$ cat src/rtl/risc_toy_pkg.sv
// Opcode map, FSM state encoding and write-back select codes for the RISC_TOY control path.
// The HALT state exists only when RISC_TOY_ILL_TRAP_EN is defined.
package risc_toy_pkg;

  localparam logic [4:0] OP_ADDI = 5'd0;
  localparam logic [4:0] OP_ANDI = 5'd1;
  localparam logic [4:0] OP_ORI  = 5'd2;
  localparam logic [4:0] OP_MOVI = 5'd3;
  localparam logic [4:0] OP_ADD  = 5'd4;
  localparam logic [4:0] OP_SUB  = 5'd5;
  localparam logic [4:0] OP_NEG  = 5'd6;
  localparam logic [4:0] OP_NOT  = 5'd7;
  localparam logic [4:0] OP_AND  = 5'd8;
  localparam logic [4:0] OP_OR   = 5'd9;
  localparam logic [4:0] OP_XOR  = 5'd10;
  localparam logic [4:0] OP_LSR  = 5'd11;
  localparam logic [4:0] OP_ASR  = 5'd12;
  localparam logic [4:0] OP_SHL  = 5'd13;
  localparam logic [4:0] OP_ROR  = 5'd14;
  localparam logic [4:0] OP_BR   = 5'd15;
  localparam logic [4:0] OP_BRL  = 5'd16;
  localparam logic [4:0] OP_J    = 5'd17;
  localparam logic [4:0] OP_JL   = 5'd18;
  localparam logic [4:0] OP_LD   = 5'd19;
  localparam logic [4:0] OP_ST   = 5'd20;
  localparam logic [4:0] OP_LDR  = 5'd21;
  localparam logic [4:0] OP_STR  = 5'd22;

  localparam logic [1:0] WB_ALU  = 2'd0;
  localparam logic [1:0] WB_MEM  = 2'd1;
  localparam logic [1:0] WB_LINK = 2'd2;

  typedef enum logic [2:0] {
    S_IDLE   = 3'd0,
    S_FETCH  = 3'd1,
    S_DECODE = 3'd2,
    S_EXEC   = 3'd3,
    S_MEM    = 3'd4,
    S_WB     = 3'd5
`ifdef RISC_TOY_ILL_TRAP_EN
    , S_HALT = 3'd6
`endif
  } state_t;

  typedef enum logic [2:0] {
    C_ALU, C_BR, C_BRL, C_J, C_JL, C_LOAD, C_STORE, C_ILL
  } op_class_t;

  function automatic op_class_t op_class(input logic [4:0] op);
    op_class_t c;
    if (op >= OP_ADDI && op <= OP_ROR) begin
      c = C_ALU;
    end else begin
      case (op)
        OP_BR:          c = C_BR;
        OP_BRL:         c = C_BRL;
        OP_J:           c = C_J;
        OP_JL:          c = C_JL;
        OP_LD, OP_LDR:  c = C_LOAD;
        OP_ST, OP_STR:  c = C_STORE;
        default:        c = C_ILL;
      endcase
    end
    return c;
  endfunction

endpackage

$ cat src/rtl/risc_toy_wait_cnt.sv
// Memory-latency wait counter shared by FETCH and MEM: reloads to MEM_LAT-1, counts down,
// stops at zero; 'last' marks the final held cycle of a request.
module risc_toy_wait_cnt
#(
  parameter int MEM_LAT = 1
) (
  input  logic clk,
  input  logic rst,
  input  logic load,
  output logic last
);

  localparam int CW = (MEM_LAT > 1) ? $clog2(MEM_LAT) : 1;
  localparam logic [CW-1:0] TOP = CW'(MEM_LAT - 1);

  logic [CW-1:0] rem;

  always_ff @(posedge clk) begin
    if (rst || load) begin
      rem <= TOP;
    end else if (rem != '0) begin
      rem <= rem - CW'(1);
    end
  end

  assign last = (rem == '0);

endmodule

$ cat src/rtl/risc_toy_ctrl_fsm.sv
// Multi-cycle IDLE/FETCH/DECODE/EXEC/MEM/WB sequencer for RISC_TOY; outputs are decoded from state, wait counter and captured opcode.
// RISC_TOY_ILL_TRAP_EN: opcodes 23-31 park the FSM in HALT with trap held, instead of retiring as NOPs.
module risc_toy_ctrl_fsm
  import risc_toy_pkg::*;
#(
  parameter int MEM_LAT = 1,
  parameter int OPW     = 5
) (
  input  logic           CLK,
  input  logic           RST,
  input  logic           run,
  input  logic [OPW-1:0] opcode,
  input  logic           cond_true,
  output logic           ireq,
  output logic           ir_load,
  output logic           pc_inc,
  output logic           pc_load,
  output logic           dreq,
  output logic           drw,
  output logic           rf_wen,
  output logic [1:0]     wb_sel,
  output logic           instr_done,
  output logic           trap
);

`ifdef RISC_TOY_ILL_TRAP_EN
  localparam bit TRAP_EN = 1'b1;
`else
  localparam bit TRAP_EN = 1'b0;
`endif

  state_t         state;
  state_t         retire_to;
  logic [OPW-1:0] ir_op;
  op_class_t      cls;
  logic           waiting;
  logic           last;
  logic           cnt_load;

  assign cls       = op_class(ir_op[4:0]);
  assign retire_to = run ? S_FETCH : S_IDLE;
  assign waiting   = (state == S_FETCH) || (state == S_MEM);
  // Reloading whenever no request is in flight keeps the count at MEM_LAT-1 on entry to FETCH/MEM.
  assign cnt_load  = !waiting || last;

  risc_toy_wait_cnt #(.MEM_LAT(MEM_LAT)) u_wait_cnt (
    .clk  (CLK),
    .rst  (RST),
    .load (cnt_load),
    .last (last)
  );

  always_ff @(posedge CLK) begin
    if (RST) begin
      state <= S_IDLE;
      ir_op <= '0;
    end else begin
      case (state)
        S_IDLE: begin
          if (run) state <= S_FETCH;
        end
        S_FETCH: begin
          if (last) begin
            ir_op <= opcode;
            state <= S_DECODE;
          end
        end
        S_DECODE: state <= S_EXEC;
        S_EXEC: begin
          case (cls)
            C_ALU, C_JL:      state <= S_WB;
            C_LOAD, C_STORE:  state <= S_MEM;
            C_BRL:            state <= cond_true ? S_WB : retire_to;
            C_BR, C_J:        state <= retire_to;
            default: begin
`ifdef RISC_TOY_ILL_TRAP_EN
              state <= S_HALT;
`else
              state <= retire_to;
`endif
            end
          endcase
        end
        S_MEM: begin
          if (last) state <= (cls == C_LOAD) ? S_WB : retire_to;
        end
        S_WB: state <= retire_to;
`ifdef RISC_TOY_ILL_TRAP_EN
        S_HALT: state <= S_HALT;
`endif
        default: state <= S_IDLE;
      endcase
    end
  end

  always_comb begin
    ireq       = 1'b0;
    ir_load    = 1'b0;
    pc_inc     = 1'b0;
    pc_load    = 1'b0;
    dreq       = 1'b0;
    drw        = 1'b0;
    rf_wen     = 1'b0;
    wb_sel     = WB_ALU;
    instr_done = 1'b0;
    case (state)
      S_FETCH: begin
        ireq    = 1'b1;
        ir_load = last;
        pc_inc  = last;
      end
      S_EXEC: begin
        case (cls)
          C_BR: begin
            pc_load    = cond_true;
            instr_done = 1'b1;
          end
          C_BRL: begin
            pc_load    = cond_true;
            instr_done = !cond_true;
          end
          C_J: begin
            pc_load    = 1'b1;
            instr_done = 1'b1;
          end
          C_JL:    pc_load    = 1'b1;
          C_ILL:   instr_done = !TRAP_EN;
          default: ;
        endcase
      end
      S_MEM: begin
        dreq       = 1'b1;
        drw        = (cls == C_STORE);
        instr_done = last && (cls == C_STORE);
      end
      S_WB: begin
        rf_wen     = 1'b1;
        instr_done = 1'b1;
        if (cls == C_LOAD)     wb_sel = WB_MEM;
        else if (cls == C_ALU) wb_sel = WB_ALU;
        else                   wb_sel = WB_LINK;
      end
      default: ;
    endcase
  end

`ifdef RISC_TOY_ILL_TRAP_EN
  assign trap = (state == S_HALT);
`else
  assign trap = 1'b0;
`endif

endmodule

$ cat config.mk
export PLATFORM = sky130hd
export DESIGN_NAME = risc_toy_ctrl_fsm
export DESIGN_NICKNAME = d
export VERILOG_FILES = /design/src/rtl/risc_toy_pkg.sv /design/src/rtl/risc_toy_wait_cnt.sv /design/src/rtl/risc_toy_ctrl_fsm.sv
export SDC_FILE = /design/constraint.sdc
export NUM_CORES = 1
export LEC_CHECK = 0
export ABC_AREA = 1
export ABC_CLOCK_PERIOD_IN_PS = 1600
export BUFFER_PORTS_ARGS = -buffer_cell sky130_fd_sc_hd__buf_2
export CAP_MARGIN = 10
export CELL_PAD_IN_SITES_DETAIL_PLACEMENT = 0
export CELL_PAD_IN_SITES_GLOBAL_PLACEMENT = 2
export CORE_ASPECT_RATIO = 0.5
export CORE_MARGIN = 5
export CORE_UTILIZATION = 26
export DETAILED_ROUTE_END_ITERATION = 10
export GPL_TIMING_DRIVEN = 0
export PLACE_DENSITY_LB_ADDON = 0.1
export SYNTH_ARGS = -nofsm -noshare
export SYNTH_HDL_FRONTEND = slang
export SYNTH_HIERARCHICAL = 1
export SYNTH_SLANG_ARGS = --single-unit
$ cat constraint.sdc
create_clock -name CLK -period 1.6 [get_ports CLK]
set_input_delay 0.32 -clock CLK [delete_from_list [all_inputs] [get_ports CLK]]
set_output_delay 0.32 -clock CLK [all_outputs]
set_load 0.01 [all_outputs]
==> run summary <==
The type of the worst min-delay path was primary input to register. Port buffering added 18 buffers. The detail route stage leaves a number of antenna-violating nets equal to 0. The die width came out at 86.37 µm.

The share of the yosys chip area belonging to registers is 31.68%, and the count of TritonRoute iterations in the first routing pass is 4. The signal on the critical path passes through nand2_4 > nor2_4 > nor2_4 > nor2_2 > nand2_1 > nor2_2 > a21oi_2 > o21ai_1 > buf_2. Timing analysis after detailed placement gives a worst setup slack of -0.1013 ns. Between clock sinks in the finished design, the worst skew comes to 0.0007526 ns. The clock passes through at most 2 buffers. The per-cell routed wire length works out to 10.32 µm. Static timing analysis puts the maximum clock frequency at 0.5683 GHz.

On the critical path the largest part of the delay comes from simple AND/OR/NAND/NOR gates. After filler insertion, the fill cell instance count of the layout stands at 308. The count of buffering cells on the critical path with inverters included is 1, and the register bit total from synthesis is 12. Overall global routing resource usage: 10.22%. The worst path in the final design needs a cycle of 1.759 ns, including I/O delays and setup. The most used flip-flop cell after synthesis is sky130_fd_sc_hd__dfxtp_1. Worst voltage drop across the vdd grid: 346.5 µV. The die covers 4162 µm².

In this run the most critical hold path is launched from opcode[1]. The ratio of total power to cell area works out to 876.8 nW/µm². The routed via count divided by cell count is 4.190, and the largest net degree at the start of global routing is 8. After synthesis, the netlist uses 25 different library cells. After layout, the design draws a total of 0.9435 mW. The effective utilization at floorplan is 28.25%, and the core box area is 2684 µm². STA classifies the critical path startpoint as a register.

Routability-driven placement finished with a final weighted congestion of 0.7372. The number of antenna violations at the first check in global routing is 0, and the final clock period utilization by the worst path is 110.0%. The root buffer cell chosen for the clock tree is sky130_fd_sc_hd__clkbuf_8. After clock tree synthesis, the flow added hold-fix buffers numbering 0. The tools report the routed via count as 771.

Data on the critical path arrives at its endpoint at 1.44 ns. Cell internal power was estimated by the tool at 0.6471 mW. Combinational logic burns 26.5% of the power.

The HPWL after detailed placement is 1601 µm. The number of clock sinks was 12; the final wirelength was 1898 µm. STA classifies the critical path endpoint as a primary output. In this run the count of I/O pins placed on the die edge is 20. The tools report the worst setup margin as -0.1595 ns. The vertical die dimension is 48.19 µm, and the fraction of power consumed by the clock network is 35.1%. Summing every instance area after synthesis gives 758.2 µm².

Setup repair after global routing could not meet its margin everywhere. Number of DRC violations after detailed-routing iteration 0: 25. The wire length of the first global-routing pass is 3243 µm, and the fraction of final layout cells sized beyond drive strength 1 is 40.82%. By startpoint and endpoint, the worst setup path is classified as register to primary output. Start point of the critical path: ir_op[0].

For this run, the post-layout net count is 157. Switching share of total power: 31.41%. For the number of antenna cells inserted, the log shows 0. The delay of the slowest critical-path stage works out to 0.34 ns. TritonCTS built the clock tree. The leakage power total was 0.5698 nW. The clock transition time at the flip-flop clock pins of the worst setup and hold paths works out to 0.05 ns. The slowest stage cell on the critical path is sky130_fd_sc_hd__dfxtp_2.

The run gives 6 as the warning count from the yosys run. Once layout is complete, the utilization of the core stands at 40.09%. Adding up every negative setup slack in the final design gives -0.4179 ns. After floorplanning, the core was divided into 13 placement rows. The tools report the number of hold violations in the final report as 0. Synthesis handed over a netlist of 122 instances.

For this run, asynchronously set or reset flops after synthesis account for 0%. The tools report the launching point of the worst reg2reg path as state[2]. Setup violations remaining at the end of the flow were counted as 4. The flow ran to the end, but the final reports show violations. Yosys mapped a number of flops with a built-in enable equal to 0. The number of global-route vias before repair was 724; the relative area change from synthesis to final layout was 41.91%.

The logs give 0 for the total global routing overflow and 0 for the final number of max-transition violations. The logs give 1 for the number of H-tree levels and 131 for the post-synth net total. The later pin in the worst-skew pair is clocked with a latency of 0.24 ns. The switching component of the power was 0.2964 mW; the total CTS buffers was 3. The number of maximum-capacitance violations came out at 0. The maximum fanout encountered on the critical timing path is 4, and the required time reported for the critical path endpoint is 1.28 ns. The final reports fail on negative setup slack. The average instance in the mapped netlist occupies 6.215 µm².

The share of total power in sequential cells came out at 38.4%. The final routed DRC violation total was 0.
-- layout by cell type, fill, tap and decap left out, types with 3 or more instances in the layout --
master,instances
sky130_fd_sc_hd__inv_2,3
sky130_fd_sc_hd__nand3_1,9
sky130_fd_sc_hd__buf_2,18
sky130_fd_sc_hd__nor2_2,3
sky130_fd_sc_hd__dfxtp_2,6
sky130_fd_sc_hd__a21oi_1,6
sky130_fd_sc_hd__nor2_4,4
sky130_fd_sc_hd__o21ai_0,3
sky130_fd_sc_hd__dfxtp_1,6
sky130_fd_sc_hd__inv_1,21
sky130_fd_sc_hd__nor2_1,10
sky130_fd_sc_hd__nand2_4,3
sky130_fd_sc_hd__nand2_1,23
sky130_fd_sc_hd__buf_4,3
sky130_fd_sc_hd__o21ai_2,3
sky130_fd_sc_hd__clkbuf_8,4
-- through the flow --
stage	hold WS (ns)	instances	cell area (µm²)
3_5_place_dp	0.5009	177	894.6
2_1_floorplan	0.3891	122	758.2
4_1_cts	0.3337	184	1036
5_1_grt	0.3526	184	1076
3_3_place_gp	0.5134	177	894.6
6_report	0.3417	184	1076
-- path summary, 6_finish.rpt --
| check | depth (start not counted) | to | slack, ns |
|---|---|---|---|
| worst max-delay path | 9 | instr_done | -0.16 |
| worst min-delay path | 3 | ir_op[1] | 0.34 |
| worst max register to register | 10 | register | 0.07 |
| worst min register to register | 2 | state[1] | 0.54 |
-- layout make-up --
cell class	count	area, µm²	area share [%]
multi-input cells	83	495.5	46.05
repair buffers	21	116.4	10.81
inverters	25	96.34	8.954
well taps	37	46.29	4.302
plain buffers	2	18.77	1.744
clock buffers	4	55.05	5.116
flip-flops and latches	12	247.7	23.02
-- cell usage after synthesis (all sizes together), types with 2 or more instances --
| cell type | count | area, µm² |
|---|---|---|
| inv | 25 | 96.35 |
| o21ai | 9 | 56.30 |
| nand3 | 10 | 55.05 |
| a21oi | 8 | 43.79 |
| conb | 2 | 7.510 |
| nor3 | 3 | 15.01 |
| buf | 2 | 15.01 |
| nand2 | 28 | 110.1 |
| dfxtp | 12 | 240.2 |
| nor2 | 17 | 73.82 |
-- tightest hold or removal path, stage by stage --
cell	delay (ns)
sky130_fd_sc_hd__buf_2	0.08
sky130_fd_sc_hd__o21ai_2	0.07
sky130_fd_sc_hd__inv_1	0.07
-- kinds of logic after synthesis --
kind of cell / count (synthesis) / synth area share, %
AND/OR/NAND/NOR: 60 / 35.15
buffers and inverters: 27 / 14.69
AO/OA/AOI/OAI: 21 / 17.49
flip-flops: 12 / 31.68
other: 2 / 0.9905
-- repair_timing --
action / in CTS / in global routing
buffers inserted: 3 / 0
pin swaps: 9 / 7
hold endpoints to repair: 0 / 0
endpoints found under the setup margin: 5 / 9
gates resized for setup: 21 / 10
-- metal layers --
layer  part of all wire (%)  track usage (%)  wire (µm)
met1                     53            13.49       1006
met2                     41            15.81        781
met3                    5.8            3.541        110
met4                      0            3.727          0
met5                      0                0          0
-- power by group through the flow --
| stage | clock network (mW) | logic (mW) | registers [mW] |
|---|---|---|---|
| CTS | 0.341 | 0.240 | 0.355 |
| floorplan | 0 | 0.159 | 0.351 |
| global placement | 0 | 0.218 | 0.356 |
| finish | 0.331 | 0.250 | 0.362 |
| global route | 0.354 | 0.281 | 0.367 |
| detailed placement | 0 | 0.214 | 0.356 |
Power figures use the tool's default switching activity.
